[src/rtl/pllcfg_pkg.sv]
// Shared constants for the PLL reconfiguration controller: state encoding,
// pll_cfg register map, counter words for both video standards, and the
// per-state write payload lookup.
package pllcfg_pkg;

    localparam int unsigned ADDR_W  = 6;
    localparam int unsigned DATA_W  = 32;
    localparam int unsigned STATE_W = 4;

    // Sequencer states
    localparam logic [STATE_W-1:0] IDLE      = 4'd0;
    localparam logic [STATE_W-1:0] W_MODE    = 4'd1;
    localparam logic [STATE_W-1:0] W_N       = 4'd2;
    localparam logic [STATE_W-1:0] W_M       = 4'd3;
    localparam logic [STATE_W-1:0] W_C0      = 4'd4;
    localparam logic [STATE_W-1:0] W_FRAC    = 4'd5;
    localparam logic [STATE_W-1:0] W_START   = 4'd6;
    localparam logic [STATE_W-1:0] WAIT_LOCK = 4'd7;
    localparam logic [STATE_W-1:0] DONE      = 4'd8;

    // pll_cfg register map
    localparam logic [ADDR_W-1:0] ADDR_MODE  = 6'd0;
    localparam logic [ADDR_W-1:0] ADDR_START = 6'd2;
    localparam logic [ADDR_W-1:0] ADDR_N     = 6'd3;
    localparam logic [ADDR_W-1:0] ADDR_M     = 6'd4;
    localparam logic [ADDR_W-1:0] ADDR_C0    = 6'd5;
    localparam logic [ADDR_W-1:0] ADDR_MFRAC = 6'd7;

    // Counter words; N and M are shared, C0 and fractional M select the standard
    localparam logic [DATA_W-1:0] N_CNT      = 32'h0001_0000;
    localparam logic [DATA_W-1:0] M_CNT      = 32'h0000_0404;
    localparam logic [DATA_W-1:0] C0_NTSC    = 32'h0000_0505;
    localparam logic [DATA_W-1:0] C0_PAL     = 32'h0002_0504;
    localparam logic [DATA_W-1:0] MFRAC_NTSC = 32'h9745_BF27;
    localparam logic [DATA_W-1:0] MFRAC_PAL  = 32'hA3D7_09E8;

    typedef struct packed {
        logic [ADDR_W-1:0] address;
        logic [DATA_W-1:0] data;
    } mgmt_wr_t;

    // Address/data issued by each write state for the given target standard
    function automatic mgmt_wr_t reg_write(input logic [STATE_W-1:0] state, input logic tgt);
        mgmt_wr_t wr;
        wr.address = ADDR_MODE;
        wr.data    = '0;
        case (state)
            W_N: begin
                wr.address = ADDR_N;
                wr.data    = N_CNT;
            end
            W_M: begin
                wr.address = ADDR_M;
                wr.data    = M_CNT;
            end
            W_C0: begin
                wr.address = ADDR_C0;
                wr.data    = tgt ? C0_PAL : C0_NTSC;
            end
            W_FRAC: begin
                wr.address = ADDR_MFRAC;
                wr.data    = tgt ? MFRAC_PAL : MFRAC_NTSC;
            end
            W_START: begin
                wr.address = ADDR_START;
                wr.data    = '0;
            end
            default: begin
                wr.address = ADDR_MODE;
                wr.data    = '0;
            end
        endcase
        return wr;
    endfunction

    // Successor of a write state once its write has been accepted
    function automatic logic [STATE_W-1:0] next_write_state(input logic [STATE_W-1:0] state);
        logic [STATE_W-1:0] nx;
        case (state)
            W_MODE:  nx = W_N;
            W_N:     nx = W_M;
            W_M:     nx = W_C0;
            W_C0:    nx = W_FRAC;
            W_FRAC:  nx = W_START;
            W_START: nx = WAIT_LOCK;
            default: nx = IDLE;
        endcase
        return nx;
    endfunction

endpackage

[src/rtl/sync2.sv]
// Two-flop synchroniser with asynchronous active-low clear.
module sync2 (
    input  logic clk,
    input  logic reset_n,
    input  logic d,
    output logic q
);

    logic meta;

    // Double-register the asynchronous input into the clk domain
    always_ff @(posedge clk or negedge reset_n) begin
        if (!reset_n) begin
            meta <= 1'b0;
            q    <= 1'b0;
        end else begin
            meta <= d;
            q    <= meta;
        end
    end

endmodule

[src/rtl/pll_reconfig_ctrl.sv]
// PLL reconfiguration sequencer: retunes clk_sys between NTSC and PAL through
// the pll_cfg management port whenever the requested standard changes, holding
// the core in tv_reset until the PLL has relocked and stayed stable.
// Runs on CLK_50M since clk_sys itself is being retuned.
// Optional build macro PLLCFG_DEBOUNCE_EN: require pal to be stable for 2**16
// cycles before a request is taken.
module pll_reconfig_ctrl
    import pllcfg_pkg::*;
#(
    parameter int unsigned LOCK_STABLE  = 1024,
    parameter int unsigned LOCK_TIMEOUT = 2**20
) (
    input  logic              clk,
    input  logic              reset_n,
    input  logic              pal,
    input  logic              pll_locked,
    input  logic              mgmt_waitrequest,
    output logic              mgmt_write,
    output logic [ADDR_W-1:0] mgmt_address,
    output logic [DATA_W-1:0] mgmt_writedata,
    output logic              tv_reset,
    output logic              busy,
    output logic              cur_pal,
    output logic              lock_err
);

    localparam int unsigned STB_W = $clog2(LOCK_STABLE + 1);
    localparam int unsigned TMO_W = $clog2(LOCK_TIMEOUT + 1);

    logic               pal_s;
    logic               lock_s;
    logic               req_c;
    mgmt_wr_t           wr_c;

    logic [STATE_W-1:0] state,      state_nx;
    logic               tgt,        tgt_nx;
    logic               cur_pal_nx;
    logic               lock_err_nx;
    logic               busy_nx;
    logic               tv_reset_nx;
    logic               write_nx;
    logic [ADDR_W-1:0]  address_nx;
    logic [DATA_W-1:0]  data_nx;
    logic [STB_W-1:0]   stable_cnt, stable_nx;
    logic [TMO_W-1:0]   tmo_cnt,    tmo_nx;

    sync2 u_pal_sync (
        .clk     (clk),
        .reset_n (reset_n),
        .d       (pal),
        .q       (pal_s)
    );

    sync2 u_lock_sync (
        .clk     (clk),
        .reset_n (reset_n),
        .d       (pll_locked),
        .q       (lock_s)
    );

`ifdef PLLCFG_DEBOUNCE_EN
    localparam int unsigned DEB_W = 16;

    logic [DEB_W-1:0] deb_cnt;
    logic             pal_q;

    // Count consecutive cycles pal_s has held its value; restart on any change
    always_ff @(posedge clk or negedge reset_n) begin
        if (!reset_n) begin
            pal_q   <= 1'b0;
            deb_cnt <= '0;
        end else begin
            pal_q <= pal_s;
            if (pal_s != pal_q) begin
                deb_cnt <= '0;
            end else if (deb_cnt != '1) begin
                deb_cnt <= deb_cnt + DEB_W'(1);
            end
        end
    end

    assign req_c = (pal_s != cur_pal) && (deb_cnt == '1);
`else
    assign req_c = (pal_s != cur_pal);
`endif

    assign wr_c = reg_write(state, tgt);

    // State and registered outputs
    always_ff @(posedge clk or negedge reset_n) begin
        if (!reset_n) begin
            state          <= IDLE;
            tgt            <= 1'b0;
            cur_pal        <= 1'b0;
            lock_err       <= 1'b0;
            busy           <= 1'b0;
            tv_reset       <= 1'b0;
            mgmt_write     <= 1'b0;
            mgmt_address   <= '0;
            mgmt_writedata <= '0;
            stable_cnt     <= '0;
            tmo_cnt        <= '0;
        end else begin
            state          <= state_nx;
            tgt            <= tgt_nx;
            cur_pal        <= cur_pal_nx;
            lock_err       <= lock_err_nx;
            busy           <= busy_nx;
            tv_reset       <= tv_reset_nx;
            mgmt_write     <= write_nx;
            mgmt_address   <= address_nx;
            mgmt_writedata <= data_nx;
            stable_cnt     <= stable_nx;
            tmo_cnt        <= tmo_nx;
        end
    end

    // Next-state and next-output logic
    always_comb begin
        state_nx    = state;
        tgt_nx      = tgt;
        cur_pal_nx  = cur_pal;
        lock_err_nx = lock_err;
        busy_nx     = busy;
        tv_reset_nx = tv_reset;
        write_nx    = mgmt_write;
        address_nx  = mgmt_address;
        data_nx     = mgmt_writedata;
        stable_nx   = '0;
        tmo_nx      = '0;

        case (state)
            IDLE: begin
                if (req_c) begin
                    tgt_nx      = pal_s;
                    lock_err_nx = 1'b0;
                    busy_nx     = 1'b1;
                    tv_reset_nx = 1'b1;
                    state_nx    = W_MODE;
                end
            end

            // Each write state spends one gap cycle with the strobe low, then
            // holds the strobe until pll_cfg accepts it
            W_MODE, W_N, W_M, W_C0, W_FRAC, W_START: begin
                if (!mgmt_write) begin
                    write_nx   = 1'b1;
                    address_nx = wr_c.address;
                    data_nx    = wr_c.data;
                end else if (!mgmt_waitrequest) begin
                    write_nx = 1'b0;
                    state_nx = next_write_state(state);
                end
            end

            WAIT_LOCK: begin
                stable_nx = lock_s ? stable_cnt + STB_W'(1) : '0;
                tmo_nx    = tmo_cnt + TMO_W'(1);
                if (lock_s && (stable_cnt == STB_W'(LOCK_STABLE - 1))) begin
                    state_nx = DONE;
                end else if (tmo_cnt == TMO_W'(LOCK_TIMEOUT - 1)) begin
                    lock_err_nx = 1'b1;
                    state_nx    = DONE;
                end
            end

            DONE: begin
                cur_pal_nx  = tgt;
                tv_reset_nx = 1'b0;
                busy_nx     = 1'b0;
                state_nx    = IDLE;
            end

            default: begin
                state_nx = IDLE;
            end
        endcase
    end

endmodule
[config.mk]
export PLATFORM = sky130hd
export DESIGN_NAME = pll_reconfig_ctrl
export DESIGN_NICKNAME = d
export VERILOG_FILES = /design/src/rtl/pllcfg_pkg.sv /design/src/rtl/sync2.sv /design/src/rtl/pll_reconfig_ctrl.sv
export SDC_FILE = /design/constraint.sdc
export NUM_CORES = 1
export LEC_CHECK = 0
export BUFFER_PORTS_ARGS = -buffer_cell sky130_fd_sc_hd__buf_2
export CORE_ASPECT_RATIO = 1.2
export CORE_MARGIN = 10
export CORE_UTILIZATION = 35
export DETAILED_ROUTE_END_ITERATION = 6
export GPL_TIMING_DRIVEN = 0
export HOLD_SLACK_MARGIN = 0.08
export PLACE_DENSITY_LB_ADDON = 0.25
export SLEW_MARGIN = 30
export SYNTH_ARGS = -nofsm -noshare
export SYNTH_HDL_FRONTEND = slang
export SYNTH_HIERARCHICAL = 1
export SYNTH_SLANG_ARGS = --single-unit
[constraint.sdc]
create_clock -name clk -period 1.9 [get_ports clk]
set_input_delay 0.095 -clock clk [delete_from_list [all_inputs] [get_ports clk]]
set_output_delay 0.095 -clock clk [all_outputs]
set_load 0.1 [all_outputs]
# Word level (Yosys, flattened, before mapping)
# Index checks and enable logic that the tools add are counted.
[totals]
inputBits = 5
regBits = 83
elab_cells = 65
[classes]
mux = 21
n_reduce_logical = 10
addsub = 2
n_eq_ne = 17
n_bitwise = 1
[op_table]
columns = ["cell", "count"]
rows = [
  ["$pmux W35 S5", 1],
  ["$mux W30", 1],
  ["$mux W11", 2],
  ["$add A21 B1 Y21 const B", 1],
  ["$eq A21 B20 Y1 const B", 1],
  ["$mux W21", 1],
  ["$mux W4", 5],
  ["$mux W18", 1],
  ["$pmux W3 S6", 1],
  ["$eq A4 B3 Y1 const B", 4],
  ["$pmux W4 S3", 1],
  ["$add A11 B1 Y11 const B", 1],
  ["$eq A11 B10 Y1 const B", 1],
  ["$ne A2 B2 Y1 const B", 5],
  ["$eq A4 B2 Y1 const B", 2],
  ["$reduce_and A4 Y1", 2],
  ["$mux W1", 6],
  ["$reduce_and A2 Y1", 3],
  ["$reduce_or A6 Y1", 1],
  ["$eq A4 B1 Y1 const B", 1],
  ["$eq A4 B4 Y1 const B", 1],
  ["$logic_not A4 Y1", 1],
  ["$pmux W1 S2", 2],
  ["$reduce_bool A2 Y1", 2],
  ["other kinds (4)", 4],
]

# Logic depth before layout (Yosys ltp)
[logic_depth]
word_depth = 5
depth_mapped = 6
ltp_nobuf = 6

# Hierarchy
# The synthesis kept the hierarchy.
[modules_own_cells]
columns = ["mod", "area_per_inst_um2", "n_inst", "cells_each", "seq_area_each_um2"]
rows = [
  ["pll_reconfig_ctrl", 2756.4, 1, 290, 1301.2],
  ["sync2", 50.0, 2, 2, 50.0],
]

# Worst setup path before layout
# OpenSTA, ideal clock, no wires.
[synth_path]
kind = "reg2reg"
from = "register mgmt_write"
to = "register state[0]"
path_stages_with_launch = 6
arrival_time_ns = 1.914
setup_slack_ns = -0.139
cell_sequence = "dfrtp_1 -> nand2b_1 -> nand4b_1 -> o21ai_2 -> or2_4 -> mux2_4"
[synth_between]
elab_chain_len = 2
[synth_lines]
columns = ["element", "line_no", "text"]
rows = [
  ["from (decl)", "pll_reconfig_ctrl.sv:18", "output logic mgmt_write,"],
  ["from (signal assigned)", "pll_reconfig_ctrl.sv:110", "mgmt_write <= write_nx;"],
  ["$ne A2 B2 Y1 (no source line)", "n/a", ""],
  ["$reduce_and A4 Y1 (no source line)", "n/a", ""],
  ["to (signal assigned)", "pll_reconfig_ctrl.sv:104", "state <= state_nx;"],
  ["to (decl)", "pll_reconfig_ctrl.sv:35", "logic [STATE_W-1:0] state, state_nx;"],
]
# Every way passes these cells.
# A chain may end at the register's enable or synchronous reset.

# Final worst setup path
[layout_path]
from = "register state[1]"
to = "register state[0]"
[layout_between]
elab_chain_len = 5
word_cells_on_any_way = 18
cone_classes = "11 x eq/ne; 4 x mux; 3 x reduce/logical"
[layout_lines]
columns = ["element", "line_no", "text"]
rows = [
  ["$eq A4 B3 Y1 (tied with other cells)", "pllcfg_pkg.sv:79, pll_reconfig_ctrl.sv:132", ""],
  ["$pmux W3 S6", "pllcfg_pkg.sv:79", "case (state)"],
  ["$mux W4", "pll_reconfig_ctrl.sv:150", "end else if (!mgmt_waitrequest) begin"],
  ["$mux W4", "pll_reconfig_ctrl.sv:146", "if (!mgmt_write) begin"],
  ["$pmux W4 S3", "pll_reconfig_ctrl.sv:132", "case (state)"],
]
# Parallel ways exist; a longest one is shown, timed or not. The select of a mux whose other input is x is not followed.

==> metrics.cfg <==
[synthesis]
synth_compound_area_share_pct = 9.55
synthAdderAreaFrac_pct = 0.876
synthFlopType = dfrtp_1
synthSimpleGateAreaFrac_pct = 21.1
synth_xor_area_share_pct = 8.59
synth_top_family_by_area = simple AND/OR/NAND/NOR gates
ys_types = 47
synth-edff-count = 0
seq_area_frac_synth_pct = 49.1
synthArstFlopShare_pct = 100
postSynthAreaPerCell_um2 = 9.72
yosys-mux-area-fraction_pct = 1.66
syn_area_um2 = 2860
yosysWarnings = 6
ys_ff_latch = 56
synthCells = 294

[sta]
rsz0062_at_grt = yes
min_period_over_period_pct = 99.1
worstMarginPinSlew_ns = 0.696
skew_ns = 0.00640
slew_violations = 0
clock.fmax_mhz = 531
holdWs_ns = 0.286
min_period_ns = 1.88
setup_viol = 0
max_slew_margin_pct = 53.6
hold_violations = 0
tns_ns = 0

[global_routing]
grt_max_degree = 57
grt_usage_pct = 9.58
grt_pass1_wl_um = 9650
grt_pass1_vias = 2044
grt-ovfl-total = 0
antenna_found_initial = 0

[layout]
design_area_um2 = 3480
area_growth_pct = 21.8
finalNonFillerCells = 458
nets = 369
n_fill_cell = 770
n_antenna_cell = 0
drive_above_1_share_pct = 30.6

[setup_path]
path_max_fanout = 10
start_kind = flop
crit_end = state[0]
r2r_end = state[0]
required_ns = 2.09
endpoint_kind = flop
crit_type = reg2reg
cp.arrival_ns = 2.07
rrSetupSlack_ns = 0.02
rr_worst_depth = 6
crit_start = state[1]
r2r_start = state[1]

[clock_network]
htreeDepth = 2
numCtsBuffers = 5
ctsRootBufferMaster = clkbuf_8
clock-sinks = 56
clock_latency_ns = 0.30
clockBufferDepth = 2
path_clk_slew_ns = 0.09
cts_tree = yes

[power_and_ir_drop]
pwr_density_cell_nw_per_um2 = 1540
power.leakage_nw = 1.60
power_w = 0.00535
ir_worst_vdd_mv = 1.03

[placed_design]
portBuffers = 38
place_area_um2 = 3200
dp.cells = 435
dpl.hpwl_um = 4160
gp_congestion = 0.792

[floorplanning]
die_y_um = 119
boundaryPins = 48
row_count = 36
core-area_um2 = 8060
dieArea_um2 = 12200
start_util_pct = 35.4
die_w_um = 102

[flow_run]
maxCapViolCount = 0

[routing]
drt_first_pass_iters = 4
drc = 0
drtIter0Drc = 108
via_per_inst = 4.78
routedWlPerCell_um = 12.8
vias = 2187
drtAntennaViolNets = 0
drt-total-wl_um = 5880

[run_status]
status = complete, no violations

[worst_hold_path]
hold_class = in2reg

[worst min-delay path by stage]
stage | start | to | slack (ns) | cells after the start
3_3_place_gp | pll_locked | u_lock_sync/meta | 0.20 | 1
2_1_floorplan | reset_n | busy | -0.20 | 0
3_5_place_dp | reset_n | mgmt_address[0] | 0.20 | 1
4_1_cts | mgmt_waitrequest | mgmt_write | 0.28 | 4
5_1_grt | mgmt_waitrequest | mgmt_write | 0.32 | 4
6_report | mgmt_waitrequest | mgmt_write | 0.29 | 4
[worst max-delay path, cell delays in order (launching register included)]
cell and delay (ns):
dfrtp_1 0.41, buf_2 0.19, or3_4 0.41, nand4b_1 0.11, o21ai_2 0.08, or2_4 0.27
mux2_4 0.29
[placed cells by master, fill, tap and decap left out, types with 7 or more instances in the layout]
cell / synthesis / layout
buf_4: 28 / 42
nand3_1: 12 / 12
clkbuf_1: 9 / 7
dfrtp_1: 56 / 53
nand2_1: 27 / 27
xor2_1: 19 / 19
conb_1: 1 / 9
o21ai_0: 9 / 8
a21oi_1: 14 / 14
buf_2: 0 / 38
xnor2_1: 9 / 9
nor2_1: 43 / 43
[kinds of logic (layout without fill, tap and decap cells)]
logic type                 after synthesis  in the layout
adders and majority gates                2              2
muxes                                    4              4
AOI/OAI and AO/OA                       43             43
buffers and inverters                   41            102
xor gates and xnor gates                28             28
DFF                                     56             56
and+or+nand+nor                        119            119
other                                    1              9
[cells in the mapped netlist (2+ instances only)]
master | instances | area, um^2
clkbuf_1 | 9 | 33.8
and4_2 | 2 | 20.0
nor2_1 | 43 | 161
xnor2_1 | 9 | 78.8
a21oi_1 | 14 | 70.1
mux2_2 | 2 | 22.5
nand3_1 | 12 | 60.1
and4_4 | 2 | 22.5
nand2b_1 | 2 | 12.5
a31oi_1 | 2 | 12.5
nand4_1 | 6 | 37.5
nand2_1 | 27 | 101
o32ai_1 | 4 | 35.0
nand4b_1 | 2 | 17.5
ha_1 | 2 | 25.0
a211oi_1 | 2 | 15.0
o2bb2ai_1 | 2 | 17.5
nor3_1 | 3 | 15.0
nor2b_1 | 2 | 12.5
o31ai_1 | 4 | 30.0
o21ai_0 | 9 | 45.0
o22ai_1 | 2 | 12.5
buf_4 | 28 | 210
and3_1 | 4 | 25.0
xor2_1 | 19 | 166
buf_1 | 2 | 7.51
and4_1 | 2 | 17.5
inv_1 | 2 | 7.51
dfrtp_1 | 56 | 1400
and2_1 | 2 | 12.5
[flip-flops by register name, summed over array words and instances (netlist names)]
signal / flops
mgmt_write: 1
u_lock_sync/q: 1
cur_pal: 1
u_pal_sync/meta: 1
u_pal_sync/q: 1
tgt: 1
u_lock_sync/meta: 1
state: 4
lock_err: 1
stable_cnt: 11
mgmt_writedata: 8
busy: 1
tmo_cnt: 21
mgmt_address: 3
[timing repair]
item	4_1_cts	5_1_grt
hold endpoints to repair	58	0
pin swaps	4	4
setup buffers	6	7
hold buffers	3	0
endpoints found under the setup margin	3	3
resized for setup	2	10
[report_power, final]
| part | switching, W | internal (W) | leakage, nW |
|---|---|---|---|
| Sequential | 0.000194 | 0.00136 | 0.740 |
| Combinational | 0.00233 | 0.000706 | 0.807 |
| Clock | 0.000371 | 0.000390 | 0.0541 |
| Total | 0.00289 | 0.00245 | 1.60 |
[layer usage]
layer | GRT usage, % | vias up | part of all wire (%)
met5 | 0 | - | 0
met1 | 12.5 | 1030 | 46
met2 | 14.5 | 46 | 46
met3 | 2.95 | 4 | 6.4
li1 | - | 1107 | -
met4 | 3.36 | 0 | 1.3
[cell type report]
class / instances / area, um^2 / share of cell area, %
Buffer: 38 / 249 / 7.16
Clock buffer: 5 / 68.8 / 1.98
Clock inverter: 3 / 42.5 / 1.22
Inverter: 2 / 7.51 / 0.216
Multi-Input combinational cell: 205 / 1270 / 36.4
Sequential cell: 56 / 1410 / 40.4
Tap cell: 95 / 119 / 3.42
Timing Repair Buffer: 54 / 320 / 9.21
[per-stage QoR]
stage / setup slack, ns / util (%)
finish: 0.0175 / 43.2
global placement: -0.125 / 39.7
global route: -0.0261 / 43.2
floorplan: 0.0184 / -
CTS: -0.0678 / 42.1
detailed placement: -0.112 / 39.7
Power figures use the tool's default switching activity.
